### config.mk
export PLATFORM = sky130hd
export DESIGN_NAME = i_execute
export DESIGN_NICKNAME = d
export VERILOG_FILES = /design/src/rtl/i_execute.sv
export SDC_FILE = /design/constraint.sdc
export NUM_CORES = 1
export LEC_CHECK = 0
export ABC_CLOCK_PERIOD_IN_PS = 800
export CAP_MARGIN = 30
export CORE_MARGIN = 5
export CORE_UTILIZATION = 45
export DETAILED_ROUTE_END_ITERATION = 10
export GPL_TIMING_DRIVEN = 1
export HOLD_SLACK_MARGIN = 0.12
export PLACE_DENSITY = 0.83
export SLEW_MARGIN = 40
export SYNTH_ARGS = -nofsm -noshare
export SYNTH_HDL_FRONTEND = slang
export SYNTH_SLANG_ARGS = --single-unit
### constraint.sdc
create_clock -name CLK -period 0.8 [get_ports CLK]
set_input_delay 0.16 -clock CLK [delete_from_list [all_inputs] [get_ports CLK]]
set_output_delay 0.16 -clock CLK [all_outputs]
set_load 0.02 [all_outputs]
### src/rtl/i_execute.sv
// Execute stage: ALU control decode, ALU, branch resolution and the EX/MEM pipeline register.
// Optional operand forwarding from EX/MEM and MEM/WB is enabled by defining EX_FORWARD_EN.
module i_execute (
  input  logic        CLK,
  input  logic        RST,
  input  logic        branch_in,
  input  logic        jump_in,
  input  logic        AluSrc_in,
  input  logic        MemRead_in,
  input  logic        MemWrite_in,
  input  logic        RegWrite_in,
  input  logic        RegDst_in,
  input  logic        MemtoReg_in,
  input  logic [1:0]  AluOp_in,
  input  logic [31:0] npc_in,
  input  logic [31:0] readdata1_in,
  input  logic [31:0] readdata2_in,
  input  logic [31:0] sigext_in,
  input  logic [4:0]  rs_in,
  input  logic [4:0]  rt_in,
  input  logic [4:0]  rd_in,
  input  logic        stall,
  input  logic        flush,
  input  logic        memwb_regwrite,
  input  logic [4:0]  memwb_rd,
  input  logic [31:0] memwb_data,
  output logic [31:0] alu_result_out,
  output logic [31:0] writedata_out,
  output logic [4:0]  write_reg_out,
  output logic [31:0] branch_target_out,
  output logic        branch_taken_out,
  output logic        zero_out,
  output logic        jump_out,
  output logic        MemRead_out,
  output logic        MemWrite_out,
  output logic        RegWrite_out,
  output logic        MemtoReg_out
);

  localparam logic [2:0] ALU_ADD = 3'd0;
  localparam logic [2:0] ALU_SUB = 3'd1;
  localparam logic [2:0] ALU_AND = 3'd2;
  localparam logic [2:0] ALU_OR  = 3'd3;
  localparam logic [2:0] ALU_SLT = 3'd4;

  logic [31:0] r_alu_result;
  logic [31:0] r_writedata;
  logic [4:0]  r_write_reg;
  logic [31:0] r_branch_target;
  logic        r_branch_taken;
  logic        r_zero;
  logic        r_jump;
  logic        r_mem_read;
  logic        r_mem_write;
  logic        r_reg_write;
  logic        r_memto_reg;

  logic [2:0]  w_alu_op;
  logic [31:0] w_op_a;
  logic [31:0] w_fwd_b;
  logic [31:0] w_op_b;
  logic [31:0] w_alu_result;
  logic        w_zero;
  logic [4:0]  w_write_reg;
  logic [31:0] w_branch_target;

  always_comb begin
    w_alu_op = ALU_ADD;
    case (AluOp_in)
      2'b00: w_alu_op = ALU_ADD;
      2'b01: w_alu_op = ALU_SUB;
      2'b11: w_alu_op = ALU_OR;
      default: begin
        case (sigext_in[5:0])
          6'h20:   w_alu_op = ALU_ADD;
          6'h22:   w_alu_op = ALU_SUB;
          6'h24:   w_alu_op = ALU_AND;
          6'h25:   w_alu_op = ALU_OR;
          6'h2A:   w_alu_op = ALU_SLT;
          default: w_alu_op = ALU_ADD;
        endcase
      end
    endcase
  end

`ifdef EX_FORWARD_EN
  // EX/MEM wins over MEM/WB; r0 is hardwired zero so it is never bypassed.
  always_comb begin
    if (r_reg_write && (r_write_reg != 5'd0) && (r_write_reg == rs_in))
      w_op_a = r_alu_result;
    else if (memwb_regwrite && (memwb_rd != 5'd0) && (memwb_rd == rs_in))
      w_op_a = memwb_data;
    else
      w_op_a = readdata1_in;
  end

  always_comb begin
    if (r_reg_write && (r_write_reg != 5'd0) && (r_write_reg == rt_in))
      w_fwd_b = r_alu_result;
    else if (memwb_regwrite && (memwb_rd != 5'd0) && (memwb_rd == rt_in))
      w_fwd_b = memwb_data;
    else
      w_fwd_b = readdata2_in;
  end
`else
  logic w_unused_fwd;
  assign w_unused_fwd = ^{memwb_regwrite, memwb_rd, memwb_data, rs_in};
  assign w_op_a  = readdata1_in;
  assign w_fwd_b = readdata2_in;
`endif

  assign w_op_b = AluSrc_in ? sigext_in : w_fwd_b;

  always_comb begin
    w_alu_result = w_op_a + w_op_b;
    case (w_alu_op)
      ALU_SUB: w_alu_result = w_op_a - w_op_b;
      ALU_AND: w_alu_result = w_op_a & w_op_b;
      ALU_OR:  w_alu_result = w_op_a | w_op_b;
      ALU_SLT: w_alu_result = {31'd0, $signed(w_op_a) < $signed(w_op_b)};
      default: w_alu_result = w_op_a + w_op_b;
    endcase
  end

  assign w_zero          = (w_alu_result == 32'd0);
  assign w_write_reg     = RegDst_in ? rd_in : rt_in;
  assign w_branch_target = npc_in + {sigext_in[29:0], 2'b00};

  // Flush beats stall: data fields still load, control bits become a bubble.
  always_ff @(posedge CLK or negedge RST) begin
    if (!RST) begin
      r_alu_result    <= 32'd0;
      r_writedata     <= 32'd0;
      r_write_reg     <= 5'd0;
      r_branch_target <= 32'd0;
      r_zero          <= 1'b0;
      r_memto_reg     <= 1'b0;
      r_branch_taken  <= 1'b0;
      r_jump          <= 1'b0;
      r_mem_read      <= 1'b0;
      r_mem_write     <= 1'b0;
      r_reg_write     <= 1'b0;
    end else begin
      if (flush || !stall) begin
        r_alu_result    <= w_alu_result;
        r_writedata     <= w_fwd_b;
        r_write_reg     <= w_write_reg;
        r_branch_target <= w_branch_target;
        r_zero          <= w_zero;
        r_memto_reg     <= MemtoReg_in;
      end
      if (flush) begin
        r_branch_taken <= 1'b0;
        r_jump         <= 1'b0;
        r_mem_read     <= 1'b0;
        r_mem_write    <= 1'b0;
        r_reg_write    <= 1'b0;
      end else if (!stall) begin
        r_branch_taken <= branch_in & w_zero;
        r_jump         <= jump_in;
        r_mem_read     <= MemRead_in;
        r_mem_write    <= MemWrite_in;
        r_reg_write    <= RegWrite_in;
      end
    end
  end

  assign alu_result_out    = r_alu_result;
  assign writedata_out     = r_writedata;
  assign write_reg_out     = r_write_reg;
  assign branch_target_out = r_branch_target;
  assign branch_taken_out  = r_branch_taken;
  assign zero_out          = r_zero;
  assign jump_out          = r_jump;
  assign MemRead_out       = r_mem_read;
  assign MemWrite_out      = r_mem_write;
  assign RegWrite_out      = r_reg_write;
  assign MemtoReg_out      = r_memto_reg;

endmodule

==> run metrics, run 1 <==
H-tree depth=3; Tot GR Track Use=0.7562; row count=57; post-synthesis cell area=about 11000 µm²; Post-synth EDFFs=0; Die Ht=roughly 170 µm; #FFs+latches synth=around 110; Initial Utilization=0.4582; Cell variety after synth=81; total global routing overflow=13; die width=167.4 µm; synth warn=0; Post-synth top cells=199 x nand2_1, 143 x a21oi_1, 138 x nor2_1; syn_nets=1778; status=aborted with a tool error; Worst EP post-GRT repair=branch_taken_out$_DFFE_PN0P_/D; Seq/Total Area, Yosys=0.2425; pin count of the biggest net entering global routing=92; CTS Buffer Depth=2; placed insts=2445; Syn Inst Count=1446; error msg=[ERROR GRT-0232] Routing congestion too high. Check the congestion heatmap in the GUI.; Port Buffer Count=approximately 260; top-area cell type share of the netlist area=0.2425; clk sinks=108; share of synthesized registers carrying an async set or reset=1.000; Post-synth top flop=dfrtp_1; CTS Root Cell=clkbuf_16; antenna violations before repair=12; CTS Buf Count=9; Worst EP kind=register input; IO Pins=303; post-place instance area=about 18000 µm²; most frequent cell after synthesis=nand2_1; Fail Step=global routing (5_1_grt); gp weighted congestion=1.043; largest cells by area after synthesis=dfrtp_1 24%, ha_1 15%, nand2_1 6.7%, a21oi_1 6.4%, nor2_1 4.6%; Synth area leader=dfrtp_1; post-detail-place hpwl=~42000 µm; Avg Cell Area, Syn=a little under 8 µm²
==> stage by stage <==
stage          worst slack, ns  setup TNS [ns]  hold slack [ns]
4_1_cts                 -2.915         -190.71           0.1605
2_1_floorplan           -3.044         -100.63          -0.1356
3_3_place_gp            -3.344         -216.21          0.02452
3_5_place_dp            -3.468         -216.02          0.02367
==> metal layers <==
metal,GRT usage,overflow
met5,0.4887,0
met2,0.8709,3
met1,0.7449,1
met3,0.6688,1
met4,0.7378,8
==> logic make-up after synthesis <==
logic type	count (synthesis)	share of synthesized area
AND/OR/NAND/NOR	495	0.2044
AO/OA/AOI/OAI	427	0.2525
buffers and inverters	184	0.06343
adder cells (fa/ha/maj)	137	0.1558
flip-flops	108	0.2425
multiplexers	54	0.04906
XOR/XNOR	41	0.03222
==> timing repair <==
action,4_1_cts
pin swaps,107
hold endpoints to repair,108
hold buffers,1
gates resized for setup,399
endpoints found under the setup margin,216
setup buffers,64
==> run 2: changes to the inputs <==
==> config.mk (replaced) <==
export PLATFORM = sky130hd
export DESIGN_NAME = i_execute
export DESIGN_NICKNAME = d
export VERILOG_FILES = /design/src/rtl/i_execute.sv
export SDC_FILE = /design/constraint.sdc
export NUM_CORES = 1
export LEC_CHECK = 0
export ABC_CLOCK_PERIOD_IN_PS = 1050
export CAP_MARGIN = 30
export CORE_MARGIN = 5
export CORE_UTILIZATION = 30
export DETAILED_ROUTE_END_ITERATION = 10
export GPL_TIMING_DRIVEN = 1
export PLACE_DENSITY_LB_ADDON = 0.15
export SLEW_MARGIN = 40
export SYNTH_ARGS = -nofsm -noshare
export SYNTH_HDL_FRONTEND = slang
export SYNTH_SLANG_ARGS = --single-unit
==> constraint.sdc (replaced) <==
create_clock -name CLK -period 1.05 [get_ports CLK]
set_input_delay 0.21 -clock CLK [delete_from_list [all_inputs] [get_ports CLK]]
set_output_delay 0.21 -clock CLK [all_outputs]
set_load 0.02 [all_outputs]
==> run metrics, run 2 <==
multiplexer area fraction after synthesis=0.04906; post-detail-place hpwl=41220 µm; area share of xor/xnor cells in the synthesized design=0.03222; crit path capture type=register; clock transition at the registers of the reported paths=0.08 ns; Filler cells=3294; Port Buffer Count=259; Post-synth top flop=dfrtp_1; Synth-to-Final Area Change=96.87%; nets@finish=2608; leak pwr=10.38 nW; largest family of logic cells by synthesized area=compound AO/OA/AOI/OAI gates; post-place instance area=18210 µm²; Routed WL per cell=19.71 µm; post-synthesis compound-gate area fraction=0.2525; die width=202.7 µm; CTS Root Cell=clkbuf_16; Seq/Total Area, Yosys=0.2425; maximum capacitance violations=0; skew final=0 ns; CTS tree=yes; WP buf/inv=5; H-tree depth=3; CP max FO=8; clk_lat worst skew=0.37 ns; slowest stage delay, CP=0.57 ns; Cell Int Power=14.34 mW; P per Cell Area=1079 nW/µm²; #FFs+latches synth=108; total global routing overflow=0; post-synthesis cell area=around 11000 µm²; Avg Cell Area, Syn=7.707 µm²; worst-margin pin slew=0.5522 ns; failing checks=setup timing; post-synthesis adder-cell area fraction=0.1558; status=finished with violations; via count=14.14k; final period utilization=3.487; CTS Buf Count=9; DRC Markers=0; antenna violations before repair=3; final WL=~54000 µm; sequential share of power=0.223; Synth area leader=dfrtp_1; IO Pins=303; full die area=41100 µm²; fmax=0.2731 GHz; shortest period the worst path allows=3.661 ns; Initial Utilization=0.3044; commonest non-fill, non-tap cell in the layout=buf_4; required time of the critical path=1.35 ns; DRT Pass-1 Iters=5; clock network power share=0.155; unrepaired setup endpoints after global routing=true; top-area cell type share of the netlist area=0.2425; Tot GR Track Use=0.2419; largest cells by area after synthesis=dfrtp_1 24%, ha_1 15%, nand2_1 6.7%, a21oi_1 6.4%, nor2_1 4.6%; Via density=5.143; worst setup margin=-2.611 ns; worst hold path class=in -> async; clk sinks=approximately 110; fraction of final layout cells sized beyond drive strength 1=0.4783; relative slew slack=0.6312; sw frac=0.3941; gp weighted congestion=0.9284; fin util=0.5993; most frequent cells in the layout=538 x buf_4, 186 x nand2_1, 180 x buf_6; Worst VDD drop=0.0006476 V; Hold Fails Final Rpt=0; Post-synth EDFFs=0; area share of and/or/nand/nor cells after synthesis=0.2044; Cell variety after synth=81; max-slew violations=0; most frequent cell after synthesis=nand2_1; arrival time at the worst endpoint=3.96 ns; row count=70; Worst Setup Path Type=in -> reg; share of synthesized registers carrying an async set or reset=1.000; Syn Inst Count=roughly 1.4k; Post-Layout Inst Area=21940 µm²; Post-synth top cells=199 x nand2_1, 143 x a21oi_1, 138 x nor2_1; Slowest cell on crit path=or4_4; pin count of the biggest net entering global routing=91; Worst Setup Start Kind=primary input; crit-path cells=buf_12 -> buf_12 -> mux2i_1 -> buf_4 -> buf_4 -> inv_1 -> ha_4 -> a21o_1 -> o41a_1 -> a22o_1 -> or2_1 -> a221o_1 -> a221o_1 -> or4_4 -> nor4_4 -> nand4_1 -> a21oi_1; CTS Buffer Depth=2; syn_nets=1778; DRT antenna net count=0; first-pass GRT wire length=78870 µm; Die Ht=202.7 µm; vias in the first global route=13.93k; sw power=about 9.3 mW; synth warn=0; core footprint=36610 µm²; # setup viols final=around 210; Starting DRT DRC Count=844; top cell family by delay on the critical path=compound AO/OA/AOI/OAI gates; Comb power frac=0.622
==> run 2: logic make-up after synthesis <==
group	Yosys count
DFF	108
AOI/OAI and AO/OA	427
adders and majority gates	137
xor gates and xnor gates	41
muxes	54
buffers and inverters	184
and+or+nand+nor	495
==> run 2: repair_timing <==
item / 4_1_cts / 5_1_grt
hold buffers: 1 / 0
pin swaps: 118 / 125
endpoints found under the setup margin: 212 / 212
setup buffers: 91 / 81
gates resized for setup: 447 / 570
cloned: 0 / 7
hold endpoints to repair: 108 / 0
==> run 2: final timing paths <==
check / cells after the start / slack (ns) / to / start
worst max-delay path: 17 / -2.61 / branch_taken_out / AluSrc_in
worst min-delay path: 2 / 0.18 / alu_result_out[6] / RST
worst max register to register: 4 / 0.08 / branch_target_out[28] / branch_target_out[28]
worst min register to register: 2 / 0.48 / alu_result_out[1] / alu_result_out[1]
max in group asynchronous: 3 / 0.30 / branch_target_out[28] / RST
min in group CLK: 3 / 0.18 / branch_taken_out / flush
==> run 2: stage by stage <==
stage	cells	setup TNS, ns	hold slack, ns	total power [mW]	setup slack, ns
global route	2750	-118.54	0.1793	24.87	-2.758
floorplan	1446	-80.90	-0.08559	10.60	-2.844
CTS	2688	-141.28	0.1672	22.18	-2.645
detailed placement	2593	-183.09	0.01708	16.97	-3.376
finish	2750	-108.64	0.1762	23.67	-2.611
global placement	2593	-189.53	0.01588	16.85	-3.319
==> run 2: cell type report <==
cell class                      instances  area (µm²)  share of cell area
Multi-Input combinational cell       1154        9928              0.4525
Timing Repair Buffer                  894        8001              0.3647
Sequential cell                       108        2703              0.1232
Tap cell                              468       585.6             0.02669
Inverter                              109       409.1             0.01865
Clock buffer                            9       225.2             0.01027
Clock inverter                          7       85.08            0.003878
Antenna cell                            1       2.502           0.0001141
==> run 2: worst register-to-register path: cells and delay by family, from the launching register on <==
kind                   cells  cell delay, ns
DFF                        1            0.39
buffers and inverters      2            0.25
AOI/OAI and AO/OA          2            0.21
==> run 2: layer usage <==
layer,vias up,wire (µm),share of wire,global-route usage
met3,77,2719,0.050,0.02923
li1,6790,-,-,-
met1,6847,24310,0.45,0.3347
met5,-,0,0,0
met2,430,25620,0.47,0.3919
met4,0,1540,0.028,0.08293
==> run 2: power groups by stage <==
stage          registers [mW]  logic [mW]  clock network [mW]
2_1_floorplan            6.00        4.60                   0
3_3_place_gp             5.21        11.6                   0
3_5_place_dp             5.23        11.7                   0
4_1_cts                  5.16        13.2                3.78
5_1_grt                  5.33        15.6                3.92
6_report                 5.27        14.7                3.67
(Power assumes the default switching activity.)
==> run 3: changes to the inputs <==
--- a/config.mk
+++ b/config.mk
@@ -5,13 +5,16 @@
 export SDC_FILE = /design/constraint.sdc
 export NUM_CORES = 1
 export LEC_CHECK = 0
+export ABC_AREA = 1
 export ABC_CLOCK_PERIOD_IN_PS = 1050
 export CAP_MARGIN = 30
 export CORE_MARGIN = 5
 export CORE_UTILIZATION = 30
+export CTS_CLUSTER_DIAMETER = 80
 export DETAILED_ROUTE_END_ITERATION = 10
 export GPL_TIMING_DRIVEN = 1
 export PLACE_DENSITY_LB_ADDON = 0.15
+export REMOVE_ABC_BUFFERS = 1
 export SLEW_MARGIN = 40
 export SYNTH_ARGS = -nofsm -noshare
 export SYNTH_HDL_FRONTEND = slang
==> run metrics, run 3 <==
most frequent cell after synthesis=nand2_1; Syn Inst Count=2108; final WL=roughly 66000 µm; sw power=10.95 mW; sw frac=0.4328; Via density=4.808; leak pwr=12.96 nW; worst reg2reg startpoint=alu_result_out[26]; via count=16.89k; clk_lat worst skew=around 0.42 ns; relative slew slack=0.6702; post-place instance area=19540 µm²; worst hold path class=in -> reg; Worst Setup Path Type=in -> reg; # setup viols final=170; vias in the first global route=16.50k; Worst Setup Start Kind=primary input; Comb power frac=0.642; failing checks=setup timing; arrival time at the worst endpoint=3.04 ns; #FFs+latches synth=108; CP dominant cell by count=nand2_4; worst setup margin=-1.632 ns; setup slack, reg-to-reg=-0.05 ns; row count=75; reg2reg end=alu_result_out[26]; Port Buffer Count=between 200 and 300; CTS Root Cell=clkbuf_16; DRT Pass-1 Iters=5; Post-Layout Cell Count=~3.5k; clk sinks=108; crit path capture type=register; Synth area leader=dfrtp_1; FF-to-FF path depth=6; pin count of the biggest net entering global routing=74; P per Cell Area=1026 nW/µm²; IO Pins=~300; DRC Markers=0; CTS tree=yes; largest cells by area after synthesis=dfrtp_1 22%, nand2_1 21%, ha_1 13%, inv_1 10%, nand3_1 5.9%; hold path start=readdata2_in[4]; Die Ht=214.7 µm; die width=214.7 µm; gp weighted congestion=0.9587; most frequent cells in the layout=550 x nand2_1, 538 x buf_4, 297 x inv_1; top-area cell type share of the netlist area=0.2150; full die area=46090 µm²; skew final=0 ns; sequential share of power=0.207; Tot GR Track Use=0.2571; Hold Path End=writedata_out[4]; Initial Utilization=0.3017; core footprint=41670 µm²; Post-synth top flop=dfrtp_1; maximum capacitance violations=0; Routed WL per cell=18.70 µm; status=finished with violations; worst-margin pin slew=0.4948 ns; Synth-to-Final Area Change=96.13%; placed insts=3364; shortest period the worst path allows=2.682 ns; synth warn=0; final period utilization=2.554; Post-Layout Inst Area=between 20000 and 25000 µm²; Slowest cell on crit path=fa_2; post-synthesis cell area=12570 µm²; slowest stage delay, CP=around 0.34 ns; clock transition at the registers of the reported paths=roughly 0.09 ns; first-pass GRT wire length=93280 µm; clock network power share=0.151; Cell variety after synth=52; Hold Path Cell Cnt=3; max-slew violations=0; H-tree depth=3; Post-synth EDFFs=0; Seq/Total Area, Yosys=0.2150; fmax=~0.37 GHz; Design Power=25.29 mW; Avg Cell Area, Syn=5.962 µm²; commonest non-fill, non-tap cell in the layout=nand2_1; worst hold margin=~0.033 ns; share of synthesized registers carrying an async set or reset=1.000; DRT antenna net count=0; total global routing overflow=0; fin util=0.5916; antenna violations before repair=7; nets@finish=~3.3k; Hold Fails Final Rpt=0; Post-Route Setup TNS=-72.97 ns; Post-synth top cells=715 x nand2_1, 347 x inv_1, 176 x nor2_1; unrepaired setup endpoints after global routing=true; CP max FO=7; Starting DRT DRC Count=1085; CTS Buffer Depth=2; Worst VDD drop=slightly below 0.0009 V; fraction of final layout cells sized beyond drive strength 1=0.4675; Place WS=-2.825 ns; required time of the critical path=~1.4 ns; Cell Int Power=14.35 mW; CTS Buf Count=9; post-detail-place hpwl=49660 µm
## run 3: cell count changes after synthesis, sizes merged, moves of 49 or more
cell,delta
a21oi,-50
inv,+251
mux2i,-49
nand2,+521
nand3,+129
nor2,+53
o21ai,+49
## run 3: worst max-delay path: cells and delay by family
kind            cells  cell delay, ns
buf+inv             7            0.71
fa+ha+maj           2            0.50
compound gates      1            0.18
simple gates       17            1.42
## run 3: cell families (layout without fill, tap and decap cells)
kind of cell,Yosys count,in the layout,share of synthesized area
buffers and inverters,416,1279,0.1284
flip-flops,108,108,0.2150
AND/OR/NAND/NOR,1141,1141,0.3788
adder cells (fa/ha/maj),137,137,0.1382
AO/OA/AOI/OAI,281,281,0.1222
other,0,3,0
XOR/XNOR,25,25,0.01742
## run 3: per-layer routing
layer  global-route usage  wire length (µm)  vias to the layer above  share of wire
li1                     -                 -                     8332              -
met1               0.3463             29460                     7984           0.45
met2               0.4287             30710                      462           0.47
met3              0.04080              3514                      103          0.053
met4              0.07086              1969                        8          0.030
met5                    0                54                        -        0.00082
## run 3: repair_timing
action / 4_1_cts / 5_1_grt
cloned: 1 / 8
endpoints found under the setup margin: 216 / 216
resized for setup: 550 / 940
endpoints found under the hold margin: 108 / 0
setup buffers: 51 / 88
pin swaps: 110 / 194
hold buffers: 1 / 0
## run 3: power by group through the flow
| stage | Sequential [mW] | Combinational [mW] | Clock (mW) |
|---|---|---|---|
| global placement | 5.18 | 12.1 | 0 |
| global route | 5.33 | 17.4 | 4.03 |
| floorplan | 5.95 | 4.49 | 0 |
| finish | 5.25 | 16.2 | 3.82 |
| CTS | 5.13 | 13.8 | 3.91 |
| detailed placement | 5.20 | 12.1 | 0 |
## run 3: final cells by class
type                            instances  area [µm²]
Fill cell                            3891       17020
Tap cell                              539       674.4
Clock buffer                            9       225.2
Inverter                              362        1381
Antenna cell                            3       7.507
Multi-Input combinational cell       1584       11290
Timing Repair Buffer                  901        8290
Clock inverter                          7       77.57
Sequential cell                       108        2703
## run 3: worst max path at each step
stage	startpoint	endpoint	cells after the start
final	AluSrc_in	branch_taken_out	27
after global routing	AluSrc_in	branch_taken_out	24
after CTS	AluSrc_in	branch_taken_out	26
after detailed placement	AluSrc_in	branch_taken_out	27
after global placement	AluSrc_in	branch_taken_out	27
after floorplan	stall	branch_taken_out	11
==> patch 1: new RTL, config.mk and constraints of run 3 <==
Add a define of `EX_FORWARD_EN`.
--- a/src/rtl/i_execute.sv
+++ b/src/rtl/i_execute.sv
@@ -2,2 +2,4 @@
 // Optional operand forwarding from EX/MEM and MEM/WB is enabled by defining EX_FORWARD_EN.
+`define EX_FORWARD_EN
+
 module i_execute (
Formal check against the unedited RTL: not equivalent (a bounded check fails within 4 cycles, from zero or initial values and one cycle with RST low).
==> patch 1 against run 3 <==
  * The run still ends with negative setup slack left
  * Largest cell class unchanged
  * Synthesized area increased by 12%
  * Worst setup slack worse by 1400 ps
  * Critical path depth grew 8
  * Fmax fell by 34%
  * Total power increased by 8.8%
  * Die area rose by 12%
  * Count of clock-buffer cells in the layout unchanged
  * Sequential cell count stayed put
  * First-iteration DRC count increased by 26%
  * Highest routed layer unchanged
  * Design area is 7.2% higher
  * Register-to-register slack got worse by 3000 ps
  * Sequential power grew 4.0%
  * Routed wire length increased by 16%
  * Critical endpoint unchanged
==> patch 1: results (changes against run 3) <==
total negative setup slack -199,660 ps (-126,700 ps); Max stage delay on crit path 310 ps (-30 ps); max_slew headroom 55.08% (-12 points); PortBufs 302 (+17%); largest net degree at the start of global routing 124 (+68%); dpl cells 3,878 (+15%); Total Routing Usage GR 27.88% (+2.2 points); post-synthesis sequential area ratio 19.18% (-2.3 points); Area contributors post-synth nand2_1 22%, dfrtp_1 19%, ha_1 12%, inv_1 9.6%, o21ai_0 7.6%; gp weighted congestion 0.9756 (+1.8%); initial antenna violation count 4 (-3); placed cell area 22,120 µm² (+13%); Worst Slack Setup Final -3024 ps (-1392 ps); Syn Area/Cell 5.735 µm² (-3.8%); Hold WS 219.0 ps (+186.4 ps); Detailed Place HPWL 61,600 µm (+24%); Peak VDD IR 0.7618 mV (-12%); library cells used by synthesis 45 (-13%); crit path DAT 4350 ps (+1310 ps); multi-input logic area 12,640 µm² (+12%); FF-to-FF Start write_reg_out[3]; Post-synth top cells 837 x nand2_1, 362 x inv_1, 214 x o21ai_0; slowest CP cell nor4_2; Worst Skew 9.849 ps (+9.849 ps); routed wire length 76,450 µm (+16%); CTS resizes 455 (-17%); # nets final 3,705 (+12%); first-pass GRT wire length 110,100 µm (+18%); vias in the first global route 19,090 (+16%); count of final setup violators 216 (+27%); failing checks negative setup slack; vias 19,650 (+16%); DRT antenna net count 0 (unchanged); status finished, violations left; reg2reg end branch_taken_out; Layout fillers 4,503 (+16%); Skew-Pair Late Insertion Delay 380 ps (-40 ps)
patch 1: routing by layer:
layer | part of all wire (%) | global-route usage, %
met2 | 48 | 46.52
met3 | 5.4 | 4.234
met5 | 0.060 | 0
met1 | 45 | 38.46
met4 | 1.7 | 5.628
patch 1: worst max-delay path by stage:
stage | start | end | slack, ps | cells past startpoint
detailed placement | memwb_rd[1] | branch_taken_out | -4100 | 31
global route | write_reg_out[0] | branch_taken_out | -3200 | 31
floorplan | stall | branch_taken_out | -5990 | 11
finish | memwb_rd[0] | branch_taken_out | -3020 | 35
CTS | write_reg_out[0] | branch_taken_out | -3030 | 27
global placement | memwb_rd[1] | branch_taken_out | -4100 | 31
patch 1: power by group through the flow:
stage               clock network (W)  registers [W]  logic, W
finish                        0.00364        0.00546    0.0184
detailed placement                  0        0.00536    0.0147
global placement                    0        0.00538    0.0146
CTS                           0.00373        0.00535    0.0162
global route                  0.00387        0.00554    0.0197
floorplan                           0        0.00615   0.00546
patch 1: cell families (layout without fill, tap and decap cells):
family | Yosys count | in the layout | share of synthesized area, %
buf+inv | 452 | 1377 | 12.46
flops | 108 | 108 | 19.18
compound gates | 385 | 385 | 14.59
simple gates | 1341 | 1341 | 39.44
other cells | 0 | 3 | 0
fa+ha+maj | 133 | 133 | 11.97
xor+xnor | 38 | 38 | 2.362
patch 1: cell type report:
class	instances	share of cell area (%)
Timing Repair Buffer	994	32.66
Antenna cell	3	0.02841
Sequential cell	108	10.23
Multi-Input combinational cell	1897	47.85
Tap cell	607	2.874
Clock inverter	7	0.2604
Inverter	367	5.247
Clock buffer	9	0.8524
patch 1: critical path, delay by kind of cell:
kind / cells / cell delay (ps)
compound gates: 2 / 230
xor+xnor: 1 / 160
fa+ha+maj: 1 / 190
buf+inv: 19 / 2440
simple gates: 12 / 1120
==> patch 2: new RTL, flow settings as in run 3 <==
Without the edit above. Reset style: synchronous (`RST`), changed in one clocked block.
--- a/src/rtl/i_execute.sv
+++ b/src/rtl/i_execute.sv
@@ -129,3 +129,3 @@
   // Flush beats stall: data fields still load, control bits become a bubble.
-  always_ff @(posedge CLK or negedge RST) begin
+  always_ff @(posedge CLK) begin
     if (!RST) begin
Function: differs if RST is asserted again (counterexample within 4 cycles, from zero or initial values and one cycle with RST low); with RST held inactive, the same outputs for 10 cycles.
==> patch 2 against run 3 <==
  * Combinational power fell by 2%
  * Design area rose by 2.4%
  * Largest power group unchanged
  * Synthesized area rose by 0.40%
  * Worst setup slack improved by 18 ps
  * Sequential cell count did not move
  * The run still ends with negative setup slack left
  * Via count rose by 4.1%
  * Synthesized cell count rose by 6.0%
  * Critical path type unchanged
  * Total power fell by 4.0%
  * Clock skew did not move
  * Die area rose by 0.38%
  * Largest cell class unchanged
  * Routed wire length rose by 1.9%
==> patch 2: results (changes against run 3) <==
routed wire length 66,980 µm (+1.9%); routed wire length on met2 31,110 µm (+1.3%); failing checks negative setup slack; Max stage delay on crit path 270 ps (-70 ps); Syn Inst Count 2,234 (+6.0%); XOR/XNOR share of the synthesized area 1.805% (+0.063 points); Synth Flop Type dfxtp_1; Post-synth top cells 605 x nand2_1, 452 x inv_1, 249 x nor2_1; Flop pwr share 20.1% (-0.6 points); # nets final 3,423 (+3.8%); Area contributors post-synth nand2_1 18%, dfxtp_1 17%, ha_1 13%, inv_1 13%, nor2_1 7.4%; slowest CP cell bufbuf_16; total power 0.02428 W (-4.0%); routed wl met3 3715 µm (+5.7%); status finished, violations left; post-synthesis sequential area ratio 17.13% (-4.4 points); count of final setup violators 169 (-0.59%); largest net degree at the start of global routing 42 (-43%); first-pass GRT wire length 97,940 µm (+5.0%); share of cells above drive strength 1 50.48% (+3.7 points); vias in the first global route 17,430 (+5.6%); Reg clk slew, reported paths 70 ps (-20 ps); Worst-Margin Slew 468.3 ps (-26.45 ps); min-delay src readdata2_in[28]; initial antenna violation count 8 (+1); Crit path max-delay family buffers and inverters; Leak 13.15 nW (+1.5%); GR met1 Demand/Resource 36.02% (+1.4 points); Crit Path Max Fanout 6 (-1); Worst Slack Setup Final -1614 ps (+18.09 ps)
## patch 2: cell types whose count changed after synthesis, moves of 8 or more
cell and delta:
a21oi_1 +14, clkbuf_1 +8, dfrtp_1 -108, dfxtp_1 +108, inv_1 +105, nand2_1 -110, nand3_1 -14, nor2_1 +73
o211ai_1 +9, o21ai_0 +41, o21ai_1 -9, o21bai_1 +18
## patch 2: worst register-to-register path, delay by kind of cell, from the launching register on
kind            cells  cell delay [ps]
buf+inv             1              120
compound gates      2              230
flops               1              330
## patch 2: timing repair
action / 4_1_cts / 5_1_grt
buffers inserted: 87 / 61
setup endpoints to repair: 210 / 212
cloned: 5 / 3
pin swaps: 206 / 201
gates resized for setup: 882 / 873
## patch 2: cell type report
cell class              count  area (µm²)
clock inverters             7       58.81
well taps                 539       674.4
clock buffers               9       225.2
fillers                  3925       16530
repair buffers            908        8287
inverters                 462        1777
multi-input cells        1600       11910
diodes                      4       10.01
flip-flops and latches    108        2296
## patch 2: logic make-up (layout without fill, tap and decap cells)
family / count (synthesis) / in the layout
fa+ha+maj: 139 / 139
compound gates: 361 / 361
simple gates: 1074 / 1074
buf+inv: 526 / 1386
other cells: 0 / 4
flops: 108 / 108
xor+xnor: 26 / 26
## patch 2: path summary, 6_finish.rpt
| path | end | slack, ps | depth (start not counted) |
|---|---|---|---|
| setup / recovery | alu_result_out[22] | -1610 | 23 |
| hold / removal | writedata_out[28] | 150 | 3 |
| setup reg to reg | alu_result_out[7] | 260 | 3 |
| hold reg to reg | RegWrite_out | 460 | 2 |
## patch 2: metrics by stage
stage                     worst slack [ps]  util (%)  hold slack (ps)
after detailed placement             -2955     46.78            449.5
after CTS                            -1610     55.58            166.6
after global routing                 -1717     60.41            205.2
after global placement               -2933     46.78            446.8
after floorplan                      -4243         -            342.2
final                                -1614     60.43            147.9
